===== src/rtl/jump_input_pkg.sv =====
// Shared types and defaults for the jump-button input path.
// Holds the debounce state enum, default frame counts and the width of the
// frame counters used for debounce and cooldown.
package jump_input_pkg;

    typedef enum logic {
        IDLE = 1'b0,
        HELD = 1'b1
    } key_state_t;

    localparam int DEF_DEBOUNCE_FRAMES = 2;
    localparam int DEF_COOLDOWN_FRAMES = 30;
    localparam int DEF_REPEAT_FRAMES   = 20;

    localparam int FRAME_CNT_W = 8;
    typedef logic [FRAME_CNT_W-1:0] frame_cnt_t;

    localparam frame_cnt_t FRAME_CNT_ZERO = {FRAME_CNT_W{1'b0}};
    localparam frame_cnt_t FRAME_CNT_ONE  = {{(FRAME_CNT_W-1){1'b0}}, 1'b1};

endpackage


===== src/rtl/key_debouncer.sv =====
// Two-flop synchronizer plus whole-frame debouncer for the raw jump button.
// key_held is the registered stable level; rise_strobe is high during the
// cycle whose closing edge flips the stable level from IDLE to HELD, so the
// parent can register its reaction on that same edge.
module key_debouncer
    import jump_input_pkg::*;
#(
    parameter int DEBOUNCE_FRAMES = DEF_DEBOUNCE_FRAMES
) (
    input  logic frame_rt_clk,
    input  logic reset,
    input  logic btn_raw,
    output logic key_held,
    output logic rise_strobe
);

    // The flip happens on the edge where the count would reach
    // DEBOUNCE_FRAMES, i.e. when the stored count already equals one less.
    localparam frame_cnt_t DB_LAST = frame_cnt_t'(DEBOUNCE_FRAMES - 1);

    logic       r_s1;
    logic       r_btn_s;
    key_state_t r_state;
    key_state_t w_state_nxt;
    frame_cnt_t r_cnt;
    frame_cnt_t w_cnt_nxt;
    logic       w_differs;
    logic       w_flip;

    // Bring the asynchronous button into the frame clock domain.
    always_ff @(posedge frame_rt_clk or posedge reset) begin
        if (reset) begin
            r_s1    <= 1'b0;
            r_btn_s <= 1'b0;
        end else begin
            r_s1    <= btn_raw;
            r_btn_s <= r_s1;
        end
    end

    // Stable-level state and debounce run counter.
    always_ff @(posedge frame_rt_clk or posedge reset) begin
        if (reset) begin
            r_state <= IDLE;
            r_cnt   <= FRAME_CNT_ZERO;
        end else begin
            r_state <= w_state_nxt;
            r_cnt   <= w_cnt_nxt;
        end
    end

    // Count consecutive disagreeing samples and flip once the run is long enough.
    always_comb begin
        w_state_nxt = r_state;
        w_cnt_nxt   = r_cnt;
        w_flip      = 1'b0;
        w_differs   = (r_btn_s != (r_state == HELD));
        if (!w_differs) begin
            w_cnt_nxt = FRAME_CNT_ZERO;
        end else if (r_cnt == DB_LAST) begin
            w_flip    = 1'b1;
            w_cnt_nxt = FRAME_CNT_ZERO;
            case (r_state)
                IDLE:    w_state_nxt = HELD;
                HELD:    w_state_nxt = IDLE;
                default: w_state_nxt = IDLE;
            endcase
        end else begin
            w_cnt_nxt = r_cnt + FRAME_CNT_ONE;
        end
    end

    assign key_held    = (r_state == HELD);
    assign rise_strobe = w_flip && (r_state == IDLE);

endmodule


===== src/rtl/jump_key_conditioner.sv =====
// Jump button conditioner: debounced press detection, single-frame jump_key
// pulse per accepted press, airborne cooldown, drop indication and press
// counter. Optional auto-repeat while held is enabled by JUMP_AUTOREPEAT_EN.
module jump_key_conditioner
    import jump_input_pkg::*;
#(
    parameter int DEBOUNCE_FRAMES = DEF_DEBOUNCE_FRAMES,
    parameter int COOLDOWN_FRAMES = DEF_COOLDOWN_FRAMES,
    parameter int REPEAT_FRAMES   = DEF_REPEAT_FRAMES,
    parameter int CNT_W           = 16
) (
    input  logic             frame_rt_clk,
    input  logic             reset,
    input  logic             btn_raw,
    input  logic             enable,
    output logic             jump_key,
    output logic             key_held,
    output logic             press_dropped,
    output logic [CNT_W-1:0] press_count
);

    localparam frame_cnt_t       CD_LOAD  = frame_cnt_t'(COOLDOWN_FRAMES);
    localparam frame_cnt_t       RPT_LOAD = frame_cnt_t'(REPEAT_FRAMES);
    localparam logic [CNT_W-1:0] CNT_ZERO = {CNT_W{1'b0}};
    localparam logic [CNT_W-1:0] CNT_ONE  = {{(CNT_W-1){1'b0}}, 1'b1};

    logic             w_held;
    logic             w_rise;
    logic             w_cd_zero;
    logic             w_accept;
    logic             w_drop;
    logic             w_repeat;
    logic             w_fire;
    frame_cnt_t       w_cd_nxt;
    frame_cnt_t       r_cooldown;
    logic             r_jump_key;
    logic             r_press_dropped;
    logic [CNT_W-1:0] r_press_count;

    key_debouncer #(
        .DEBOUNCE_FRAMES(DEBOUNCE_FRAMES)
    ) u_debouncer (
        .frame_rt_clk(frame_rt_clk),
        .reset       (reset),
        .btn_raw     (btn_raw),
        .key_held    (w_held),
        .rise_strobe (w_rise)
    );

    assign w_cd_zero = (r_cooldown == FRAME_CNT_ZERO);

    // Decide acceptance or drop at a debounced rise; enable matters only here.
    always_comb begin
        w_accept = 1'b0;
        w_drop   = 1'b0;
        if (w_rise) begin
            if (enable && w_cd_zero) begin
                w_accept = 1'b1;
            end else begin
                w_drop = 1'b1;
            end
        end else begin
            w_accept = 1'b0;
            w_drop   = 1'b0;
        end
    end

`ifdef JUMP_AUTOREPEAT_EN
    // Re-fire while the button stays held once the cooldown has run out.
    always_comb begin
        w_repeat = w_held && enable && w_cd_zero;
    end
`else
    // Without auto-repeat a held button never re-fires.
    always_comb begin
        w_repeat = 1'b0;
    end
`endif

    // Cooldown next value: a fresh load wins over the running decrement.
    always_comb begin
        w_fire   = w_accept || w_repeat;
        w_cd_nxt = r_cooldown;
        if (w_accept) begin
            w_cd_nxt = CD_LOAD;
        end else if (w_repeat) begin
            w_cd_nxt = RPT_LOAD;
        end else if (!w_cd_zero) begin
            w_cd_nxt = r_cooldown - FRAME_CNT_ONE;
        end else begin
            w_cd_nxt = r_cooldown;
        end
    end

    // Registered pulses, press counter and cooldown timer.
    always_ff @(posedge frame_rt_clk or posedge reset) begin
        if (reset) begin
            r_jump_key      <= 1'b0;
            r_press_dropped <= 1'b0;
            r_press_count   <= CNT_ZERO;
            r_cooldown      <= FRAME_CNT_ZERO;
        end else begin
            r_jump_key      <= w_fire;
            r_press_dropped <= w_drop;
            r_cooldown      <= w_cd_nxt;
            if (w_fire) begin
                r_press_count <= r_press_count + CNT_ONE;
            end else begin
                r_press_count <= r_press_count;
            end
        end
    end

    assign jump_key      = r_jump_key;
    assign press_dropped = r_press_dropped;
    assign press_count   = r_press_count;
    assign key_held      = w_held;

endmodule


===== config.mk =====
export PLATFORM = sky130hd
export DESIGN_NAME = jump_key_conditioner
export DESIGN_NICKNAME = d
export VERILOG_FILES = /design/src/rtl/jump_input_pkg.sv /design/src/rtl/key_debouncer.sv /design/src/rtl/jump_key_conditioner.sv
export SDC_FILE = /design/constraint.sdc
export NUM_CORES = 1
export LEC_CHECK = 0
export ABC_AREA = 1
export ABC_CLOCK_PERIOD_IN_PS = 1700
export CAP_MARGIN = 20
export CORE_MARGIN = 4
export CORE_UTILIZATION = 35
export DETAILED_ROUTE_END_ITERATION = 8
export PLACE_DENSITY = 0.64
export SYNTH_ARGS = -nofsm -noshare
export SYNTH_HDL_FRONTEND = slang
export SYNTH_SLANG_ARGS = --single-unit
export TNS_END_PERCENT = 10

===== constraint.sdc =====
create_clock -name frame_rt_clk -period 1.7 [get_ports frame_rt_clk]
set_clock_uncertainty 0.05 [all_clocks]
set_input_delay 0.17 -clock frame_rt_clk [delete_from_list [all_inputs] [get_ports frame_rt_clk]]
set_output_delay 0.17 -clock frame_rt_clk [all_outputs]
set_load 0.02 [all_outputs]

======== Word-level counts from Yosys, hierarchy flattened ========
Cells that the tools add are included.
cells by class
  $add $sub $neg .......................... 3
  equality and inequality tests ........... 3
  muxes and demuxes ....................... 11
  bitwise gates (word level) .............. 1
  reductions and logical operators ........ 4
operators by type and width
  operator               number
  $mux 8                 4
  $add 16x1->16 const B  1
  $add 8x1->8 const B    1
  $eq 8x1->1 const B     1
  $logic_not 8->1        1
  $sub 8x1->8 const B    1
  $mux 1                 6
  $logic_and 1x1->1      2
  $ne 2x1->1 const B     1
  $pmux 1 s2             1
  $reduce_and 2->1       1
  $ne 1x1->1             1
  $not 1->1              1
word-level totals
  register bits ........................... 37
  bits of input ports ..................... 4
  output and inout bits ................... 19
  word-level logic and storage cells ...... 30

======== Longest topological paths before layout ========
  depth in word-level cells ............... 6
  depth in mapped cells ................... 10
  gate-level depth less buffers ........... 9

======== Cells and area by module ========
From an unflattened synthesis, not the netlist that was laid out.
second synthesis, totals
  cell total of the unflattened synthesis .. 266
  area total of the unflattened synthesis .. 2039.5 um^2
modules (own cells, without submodules)
  module                instances  cells an instance  area an instance (um^2)  sequential area each (um^2)
  jump_key_conditioner  1          201                1485.2                   650.6
  key_debouncer         1          65                 554.3                    275.3

======== Worst setup path after synthesis ========
Ideal clock, no wire load.
  path type ............................... register to register
  start point ............................. reg r_cooldown[0]
  end point ............................... reg r_press_count[5], in the netlist press_count[5]
  library setup time ...................... 0.118 ns
  arrival ................................. 1.373 ns
  data required time ...................... 1.532 ns
  setup slack ............................. 0.159 ns
  stages on the path, launching flop included .. 11
  buffers on the path ..................... 1
  clock period less this slack ............ 1.541 ns
  path through ............................ dfrtp_1 inv_1 ha_1 inv_2 nor2_8 nand3_4 inv_1 nand2_2 buf_6 nand2_1 nand2_1
between the ends
  word-level cells in the longest chain between the ends .. 4
ends and longest elaborated chain
  item                      RTL line                     source
  start: declaration        jump_key_conditioner.sv:35   frame_cnt_t r_cooldown;
  start signal: assignment  jump_key_conditioner.sv:105  r_cooldown <= w_cd_nxt;
  $logic_not 8->1           jump_key_conditioner.sv:50   assign w_cd_zero = (r_cooldown == FRAME_CNT_ZERO);
  $logic_and 1x1->1         jump_key_conditioner.sv:57   if (enable && w_cd_zero) begin
  $mux 1                    jump_key_conditioner.sv:57
  $mux 1                    jump_key_conditioner.sv:56   if (w_rise) begin
  end signal: assignment    jump_key_conditioner.sv:107  r_press_count <= r_press_count + CNT_ONE;
  end signal: assignment    jump_key_conditioner.sv:109  r_press_count <= r_press_count;
  end: declaration          jump_key_conditioner.sv:38   logic [CNT_W-1:0] r_press_count;
No other way between the ends.
A chain may end at the register's enable or synchronous reset.

======== Final worst setup path ========
  start point ............................. reg r_press_count[7], in the netlist press_count[7]
  end point ............................... out press_count[7]
RTL lines
  item              RTL line                    source
  end: declaration  jump_key_conditioner.sv:19  output logic [CNT_W-1:0] press_count
No word-level cell between the ends.

==> results.md <==
- I/O Pins: 23
- Synth unique cells: 25
- Ratio of cells with drive above 1 in the final layout: 11.5%
- #FFs+latches synth: 37
- Clk buf depth: 2
- Reg-to-Reg End: r_cooldown[0]
- Vias per inst: 4.64
- Slew @ Worst Pin: 0.469 ns
- Slew Viols, Final: 0
- First-pass detailed-route iteration total: 4
- Crit Path Category: reg -> out
- Crit-path leading delay family: buffers and inverters
- Cell count of the worst reg-to-reg path: 9
- Initial Util: 36.7%
- Slowest stage delay, CP: 0.66 ns
- # nets final: 302
- CTS tree: built
- CTS Buf Count: 5
- CP cell instances: clkdlybuf4s50_1
- First-pass GRT wire length: 7.31 mm
- R2r setup slk: 0.18 ns
- Fin area: 2520 um^2
- Post-Syn Nets: 271
- Num rows: 27
- Max-slew headroom: 68.8%
- Die Y: 84.7 um
- Max VDD drop: 0.448 mV
- Routed WL: 4.14 mm
- Yosys warning count: 0
- Crit. Startpoint: press_count[7]
- Total track usage: 12.6%
- DRC viols: 0
- Hold Slack: 0.230 ns
- Area of the die: 7180 um^2
- Leakage: 1.25 nW
- Clk pin slew, worst setup/hold paths: 0.08 ns
- P per Cell Area: 1160 nW/um^2
- Post-route ant nets: 0
- Critical R2R Launch: r_cooldown[0]
- Fin crit share: 97.2%
- Area growth syn-to-layout: 22.5%
- Most frequent cells in the layout: nand2_1 (97), dfrtp_1 (37), nor2_1 (26)
- Vias after detailed routing: 1702
- Syn Area/Cell: 7.84 um^2
- CP required: 1.48 ns
- Initial antenna violation count: 0
- Crit path DAT: 1.43 ns
- Clk root buf: clkbuf_8
- RSZ-0062 raised after global routing: yes
- Crit path launch type: flop
- Worst setup EP type: output pin
- Hold Crit Class: in -> async
- RePlAce Congestion: 0.786
- Fmax achieved: 605 MHz
- Clk sinks: 37
- Largest net degree at the start of global routing: 38
- Crit-path slowest cell: clkdlybuf4s50_1
- Crit path buffers/inverters: 1
- Width of the die: 84.7 um
- DRT iter0 DRCs: 94
- Status: finished, final reports clean
- Seq/Total Area, Yosys: 44.9%
- Htree depth: 2
- Vias in the first global route: 1629
- Setup Buffers After CTS: 0
- Critical Path Fanout Max: 5
- Mapped Cells: 263
- Most common cell after layout, fill and taps aside: nand2_1
- Total congestion overflow: 0
- Routed length per instance: 11.3 um
- # Max-Cap Violations: 0
- Cell area after synthesis: 2060 um^2
- Final Setup Violations: 0
- Port bufs: 22
- DP HPWL: 3.04 mm
- Period minus WS final: 1.65 ns
- Worst-Skew Late Latency: 0.29 ns
- Final Hold Viols: 0
- Area after DPL: 2370 um^2
- Core box area: 5610 um^2
- ANT cells: 0
state kept, by name, summed over array words and instances, names as in the netlist:
register,count
u_debouncer.r_s1,1
press_dropped,1
u_debouncer.r_btn_s,1
u_debouncer.r_cnt,8
jump_key,1
r_cooldown,8
u_debouncer.key_held,1
press_count,16
layer usage:
layer,vias to the layer above,routed length [um],GRT usage (%)
met5,-,0,0
met2,17,2000,20.4
met1,792,1990,16.0
met4,0,50,5.04
met3,7,93,3.24
li1,886,-,-
cells in the mapped netlist:
library cell  number  share of area (%)
nand2_1           98                 18
dfrtp_1           37                 45
nor2_1            26                4.7
inv_1             25                4.6
nand3_1           13                3.2
xor2_1             8                3.4
inv_2              7                1.3
nand4_1            7                2.1
o21ai_0            6                1.5
nor3_1             5                1.2
ha_1               4                2.4
a21oi_1            3               0.73
nand2_2            3               0.91
nand3_4            3                2.6
o211ai_1           3                1.1
xnor2_1            3                1.3
nand3b_1           2               0.73
nor2_4             2                1.1
nor2_8             2                1.9
a31oi_1            1               0.30
and2_1             1               0.30
buf_6              1               0.55
buf_8              1               0.73
nor2_2             1               0.30
nor3b_1            1               0.36
through the flow:
stage | util, % | setup TNS (ns) | power (mW) | instances | worst slack, ns
detailed placement | 42.3 | 0 | 2.03 | 359 | 0.0508
CTS | 44.7 | 0 | 2.96 | 367 | 0.0286
global placement | 42.3 | 0 | 2.01 | 359 | 0.0886
global route | 45.0 | -0.000781 | 3.14 | 367 | -0.000781
finish | 45.0 | 0 | 2.93 | 367 | 0.0470
floorplan | - | 0 | 1.81 | 263 | 0.159
worst max path at each step:
stage	endpoint	slack, ns	cells past startpoint
final	press_count[7]	0.05	1
after global routing	press_count[6]	-0.0008	9
after CTS	r_cooldown[4]	0.03	8
after detailed placement	press_count[0]	0.05	9
after global placement	press_count[0]	0.09	9
after floorplan	press_count[5]	0.16	10
kinds of logic after synthesis:
kind of cell	after synthesis	synth area share, %
fa+ha+maj	4	2.43
buf+inv	34	7.10
simple gates	164	37.3
flops	37	44.9
compound gates	13	3.58
xor+xnor	11	4.68
power by group:
group	switching [mW]	internal [mW]	total, mW	leakage, nW
clock network	0.327	0.583	0.909	0.0681
logic	0.543	0.335	0.878	0.683
registers	0.111	1.03	1.14	0.494
total	0.980	1.95	2.93	1.25
layout make-up:
cell class | count | area [um^2]
clock buffer | 5 | 68.8
clock inverter | 3 | 65.1
fill | 574 | 3080
inverter | 32 | 120
multi-input combinational | 192 | 1000
sequential | 37 | 926
tap | 72 | 90.1
timing repair buffer | 26 | 250
repair_timing:
item	CTS	global route
resized for setup	0	5
endpoints found under the setup margin	0	20
hold buffers	0	0
Note: power is estimated with default switching activity, not from simulation.
